$ cat src/rtl/cruncher_sequencer.sv
// Program sequencer for the 4-bit number-cruncher: fetches from a combinational
// ROM, decodes into datapath controls, tracks carry/result and handles jumps/halt.
module cruncher_sequencer #(
  parameter int PC_W = 4
) (
  input  logic            clk,
  input  logic            rst,
  input  logic            run,
  output logic [PC_W-1:0] rom_addr,
  input  logic [7:0]      rom_data,
  input  logic [3:0]      alu_out,
  input  logic            cout,
  output logic            S,
  output logic            S_reg,
  output logic            D1,
  output logic            D0,
  output logic [3:0]      imm,
  output logic [3:0]      out_q,
  output logic            carry,
  output logic            busy,
  output logic            halted
);

  localparam logic [1:0] ST_IDLE  = 2'd0;
  localparam logic [1:0] ST_FETCH = 2'd1;
  localparam logic [1:0] ST_EXEC  = 2'd2;
  localparam logic [1:0] ST_HALT  = 2'd3;

  localparam logic [3:0] OP_LDA  = 4'h1;
  localparam logic [3:0] OP_LDB  = 4'h2;
  localparam logic [3:0] OP_ADDA = 4'h3;
  localparam logic [3:0] OP_SUBA = 4'h4;
  localparam logic [3:0] OP_ADDB = 4'h5;
  localparam logic [3:0] OP_SUBB = 4'h6;
  localparam logic [3:0] OP_OUT  = 4'h7;
  localparam logic [3:0] OP_JMP  = 4'h8;
  localparam logic [3:0] OP_JC   = 4'h9;
  localparam logic [3:0] OP_JNC  = 4'hA;
  localparam logic [3:0] OP_HLT  = 4'hB;

  logic [1:0]      state_q, state_d;
  logic [PC_W-1:0] pc_q, pc_d;
  logic [7:0]      ir_q, ir_d;
  logic            carry_q, carry_d;
  logic [3:0]      res_q, res_d;
  logic [3:0]      op;
  logic [PC_W-1:0] target;

  assign op       = ir_q[7:4];
  assign target   = PC_W'(ir_q[3:0]);
  assign rom_addr = pc_q;
  assign out_q    = res_q;
  assign carry    = carry_q;
  assign busy     = (state_q == ST_FETCH) || (state_q == ST_EXEC);
  assign halted   = (state_q == ST_HALT);

  always_comb begin
    S     = 1'b0;
    S_reg = 1'b0;
    D1    = 1'b0;
    D0    = 1'b0;
    imm   = '0;
    if (state_q == ST_EXEC) begin
      imm = ir_q[3:0];
      case (op)
        OP_LDA:  begin S_reg = 1'b1; D0 = 1'b1; end
        OP_LDB:  begin S_reg = 1'b1; D1 = 1'b1; end
        OP_ADDA: D0 = 1'b1;
        OP_SUBA: begin S = 1'b1; D0 = 1'b1; end
        OP_ADDB: D1 = 1'b1;
        OP_SUBB: begin S = 1'b1; D1 = 1'b1; end
        OP_OUT:  S = ir_q[0];
        default: ;
      endcase
    end
  end

  always_comb begin
    state_d = state_q;
    pc_d    = pc_q;
    ir_d    = ir_q;
    carry_d = carry_q;
    res_d   = res_q;
    case (state_q)
      ST_IDLE, ST_HALT: begin
        if (run) begin
          state_d = ST_FETCH;
          pc_d    = '0;
          carry_d = 1'b0;
        end
      end
      ST_FETCH: begin
        ir_d    = rom_data;
        pc_d    = pc_q + PC_W'(1);
        state_d = ST_EXEC;
      end
      default: begin
        state_d = ST_FETCH;
        // pc already points past this instruction; jumps simply replace it
        case (op)
          OP_ADDA, OP_SUBA, OP_ADDB, OP_SUBB: carry_d = cout;
          OP_OUT: res_d = alu_out;
          OP_JMP: pc_d = target;
          OP_JC:  if (carry_q) pc_d = target;
          OP_JNC: if (!carry_q) pc_d = target;
          OP_HLT: state_d = ST_HALT;
          default: ;
        endcase
      end
    endcase
  end

  always_ff @(posedge clk or posedge rst) begin
    if (rst) begin
      state_q <= ST_IDLE;
      pc_q    <= '0;
      ir_q    <= '0;
      carry_q <= 1'b0;
      res_q   <= '0;
    end else begin
      state_q <= state_d;
      pc_q    <= pc_d;
      ir_q    <= ir_d;
      carry_q <= carry_d;
      res_q   <= res_d;
    end
  end

endmodule

$ cat config.mk
export PLATFORM = sky130hd
export DESIGN_NAME = cruncher_sequencer
export DESIGN_NICKNAME = d
export VERILOG_FILES = /design/src/rtl/cruncher_sequencer.sv
export SDC_FILE = /design/constraint.sdc
export NUM_CORES = 1
export LEC_CHECK = 0
export CORE_UTILIZATION = 44
export CTS_CLUSTER_DIAMETER = 30
export DETAILED_ROUTE_END_ITERATION = 16
export PLACE_DENSITY = 0.77
export SYNTH_ARGS = -nofsm -noshare
export SYNTH_HDL_FRONTEND = slang
export SYNTH_SLANG_ARGS = --single-unit
$ cat constraint.sdc
create_clock -name clk -period 2.2 [get_ports clk]
set_input_delay 0.33 -clock clk [delete_from_list [all_inputs] [get_ports clk]]
set_output_delay 0.33 -clock clk [all_outputs]
set_load 0.05 [all_outputs]
### Yosys cells after proc, flatten, opt, wreduce, memory -nomap -nowiden

Index checks and enable logic that the tools add are counted.

* bits of input ports: 16
* output and inout port bits: 19
* logic and storage cells: 59
* flip-flop bits (word level): 19

* reductions and logical operators: 14
* equal/unequal tests: 17
* muxes and demuxes: 20
* $add $sub $neg: 1
* bitwise operators: 2

Operators with widths (count)
* $eq 4x3->1 const B: 4
* $eq 4x4->1 const B: 4
* $mux 4: 4
* $pmux 4 s3: 1
* $mux 1: 9
* $reduce_or 3->1: 3
* $eq 4x2->1 const B: 2
* $pmux 4 s2: 1
* $reduce_or 2->1: 3
* $reduce_bool 5->1: 1
* $add 4x1->4 const B: 1
* $eq 2x2->1 const B: 2
* $eq 4x1->1 const B: 1
* $mux 2: 2
* $ne 4x3->1 const B: 1
* $ne 4x4->1 const B: 1
* $pmux 1 s2: 2
* $pmux 2 s2: 1
* $reduce_and 4->1: 1
* $reduce_or 4->1: 1
* $reduce_and 3->1: 1
* $eq 2x1->1 const B: 1
* $logic_not 2->1: 1
* $ne 2x2->1 const B: 1
* 4 further kinds: 5

### Logic depth before layout (Yosys ltp)

Gate-level depths: netlist of the first run.

* depth after elaboration: 4
* depth in mapped cells: 6
* depth with buffers taken out: 6

### Worst setup path after synthesis of the first run

OpenSTA, ideal clock, no wires.

* path kind: register -> output
* start point: register state_q[0]
* end point: output S_reg
* arrival: 1.885 ns
* slack: -0.015 ns
* required time: 1.870 ns
* cell stages (with the launch flop): 5
* cell sequence: dfrtp_1 inv_1 ha_1 nand2b_1 nor3_1

* word-level cells in the longest chain between the ends: 2

RTL lines
* from (decl): RTL line 41 `logic [1:0] state_q, state_d;`
* from (signal assigned): RTL line 121 `state_q <= state_d;`
* $eq 2x2->1: RTL line 63 `if (state_q == ST_EXEC) begin`
* $mux 1: RTL line 63
* to (decl): RTL line 14 `output logic S_reg,`

No other way between the ends.

### Final worst setup path of the first run

* start point: register state_q[0]
* end point: output S

* word-level cells in the longest chain between the ends: 2

RTL lines
* $eq 2x2->1: RTL line 63
* $mux 1: RTL line 63
* to (decl): RTL line 13 `output logic S,`

No other way between the ends.

==> results of run 1 <==
power breakdown:
part	total [W]	switching, W	internal (W)
clock network	0.000184	0.000117	0.0000679
registers	0.000651	0.000156	0.000495
logic	0.00133	0.000789	0.000543
final cells by class:
cell class	instances	area [sq um]	share of cell area, %
sequential	19	475	32.5
inverter	7	26.3	1.80
clock buffer	3	22.5	1.54
multi-input combinational	70	522	35.7
tap	28	35.0	2.40
timing repair buffer	35	375	25.7
clock inverter	1	5.00	0.342
final timing paths:
| path | to | cells past startpoint | slack [ns] | start |
|---|---|---|---|---|
| max in group asynchronous | ir_q[7]$_DFFE_PP0N_ | 2 | 1.32 | rst |
| worst min-delay path | out_q[1]$_DFFE_PP0P_ | 2 | 0.42 | rst |
| worst max-delay path | S | 6 | 0.09 | state_q[0]$_DFFE_PP0P_ |
| worst max register to register | rom_addr[3]$_DFFE_PP0P_ | 6 | 0.35 | state_q[0]$_DFFE_PP0P_ |
| min in group clk | out_q[1]$_DFFE_PP0P_ | 1 | 0.52 | out_q[1]$_DFFE_PP0P_ |
| worst min register to register | out_q[1]$_DFFE_PP0P_ | 1 | 0.52 | out_q[1]$_DFFE_PP0P_ |
routing by layer:
metal | GRT usage, % | up-vias | share of wire, %
met2 | 32.0 | 16 | 52
met5 | 0 | - | 0
met1 | 24.5 | 419 | 43
met3 | 3.03 | 4 | 2.8
met4 | 8.80 | 0 | 1.2
li1 | - | 415 | -
per-stage QoR:
| step | total power, W | worst slack, ns | cell area (sq um) | utilization [%] | hold WS, ns |
|---|---|---|---|---|---|
| 6_report | 0.00217 | 0.0886 | 1460 | 66.1 | 0.423 |
| 5_1_grt | 0.00232 | -0.0292 | 1460 | 66.1 | 0.521 |
| 4_1_cts | 0.00217 | 0.0216 | 1460 | 65.8 | 0.454 |
| 3_5_place_dp | 0.00198 | 0.323 | 1430 | 64.4 | 0.483 |
| 3_3_place_gp | 0.00194 | 0.332 | 1430 | 64.4 | 0.474 |
| 2_1_floorplan | 0.00163 | 0.0312 | 1040 | - | 0.281 |
synth_stat cells, types with 2 or more instances:
library cell,n
ha_1,4
nand2b_1,3
and2_1,3
nor3_1,2
nor2_1,6
inv_1,7
nor2b_1,2
a21oi_1,4
o21ai_0,9
mux2_2,10
dfrtp_1,19
nand3_1,2
xnor2_1,2
nand2_1,9
registers in the layout (all words and copies together), names as in the netlist:
register  cells
ir_q          8
out_q         4
carry         1
rom_addr      4
state_q       2
critical path: stages (launching register included):
cell,delay (ns)
dfrtp_1,0.43
inv_1,0.08
ha_2,0.24
nand2b_1,0.14
or2_4,0.27
a21oi_2,0.16
buf_12,0.16
cells by family (layout without fill, tap and decap cells):
logic type	after synthesis	in the layout	share of synthesized area [%]
DFF	19	19	46.1
buffers and inverters	10	46	4.73
AOI/OAI and AO/OA	19	19	12.2
adders and majority gates	4	4	4.85
and+or+nand+nor	32	32	16.0
xor gates and xnor gates	2	2	1.70
muxes	13	13	14.4
==> parameters.txt, run 1 <==
Parameter                              Value

STA
  Setup violators final    0
  Post-layout min period    2.11 ns
  Final critical-path share of the clock period    96.0%
  Achievable Freq    474 MHz
  Setup TNS    0 ns
  Slew Limit Fails    0
  Final hold violations    0
  Worst Tran Pin Value    0.718 ns
  Headroom to the max-slew limit    52.1%
  Final worst clock skew    0.00650 ns

Logic synthesis
  Primary FF master, synth    dfrtp_1
  Sequential cell area fraction in the yosys report    46.1%
  Cell types occupying the most area after synthesis    dfrtp_1, mux2_2, ha_1
  Syn Area/Cell    10.4 sq um
  Synthesized instance count    99
  Net count after synthesis    119
  Post-synthesis register bit count    19
  Number of distinct library cell variants in the gate-level netlist after synthesis    31
  Share of synthesized registers carrying an async set or reset    100%
  Area fraction of the dominant cell type after synthesis    46.1%
  Netlist Area Pre-Place    1030 sq um
  Number of synthesized flops with an enable pin    0
  Synth Warn #    0
  Library cell with the largest summed area after synthesis    dfrtp_1

Critical path
  Critical Path RT    1.87 ns
  Worst Path Class, Setup    reg2out
  Sort of element at the end of the critical path    primary output
  Arrival time worst endpoint    1.78 ns
  Biggest fanout along the worst timing path    8
  Startpoint type of the worst setup path    flop

Clocking
  Clock tree buffer depth    2
  Post-CTS Repair Setup Buffers    0
  Hold buffer count at cts    0
  Clock tree from TritonCTS    built
  Post-cts resize count    1
  Clock tree root driver cell    clkbuf_4
  CTS buffer count    3
  H-tree depth reported by CTS    1
  Clock latency on the worst-skew pair    0.31 ns
  Register clock-pin slew on the reported worst setup and hold paths    0.12 ns
  Count of clock tree sinks    19

Die
  Die width    50.4 microns
  Area enclosed by the die boundary    2540 sq um
  Starting utilization of the core area    46.7%
  Ports placed on the boundary    35
  Area of the core region    2210 sq um
  Die span in y    50.4 microns
  Row count    17

Power and ir drop
  Leakage power    0.634 nW
  Peak VDD IR    0.855 mV
  Power density of the placed cells    1480 nW/um^2

Layout
  Share of layout cells above drive strength 1    23.0%
  Fill cell instance count of the final layout    194
  Most used cells in the layout excluding fill and tap cells    clkdlybuf4s50_1, dfrtp_1, mux2_2
  Most common cell after layout, fill and taps aside    clkdlybuf4s50_1
  Area growth syn-to-layout    41.6%
  Antenna diode instance count    0
  Final layout net count    156
  Post-layout instance count excluding filler cells    163

Routing
  Routed Antenna Nets    0
  DRC    0
  Average wire length per cell after detail routing    12.9 microns
  Number of DRC violations after detailed-routing iteration 0    14
  Vias after detailed routing    854
  Per-cell via count in the routed design    5.24
  Total length of routed wires    2.11 mm
  DRT Pass-1 Iters    4

Place
  Placed cell count    159
  Gpl congestion    0.850
  Estimated wirelength of the detail-placed design    1.62 mm
  Port bufs    34

Global routing
  Total GRT Usage    19.3%
  Number of global-route vias before repair    842
  Initial antenna violation count    0
  First-pass GRT wire length    3.64 mm
  Largest net degree at the start of global routing    20
  Remaining global-route overflow    0

Job
  Number of max-capacitance violations reported    0

Min path
  Hold Path Class    in2async

Outcome
  Status    complete, no violations
Power figures use the tool's default switching activity.
==> inputs of run 2 (changes only) <==
- GPL_ROUTABILITY_DRIVEN: not set -> 0
==> results of run 2 <==
Same layout as run 1: the final DEF is identical, and so are final timing and power.
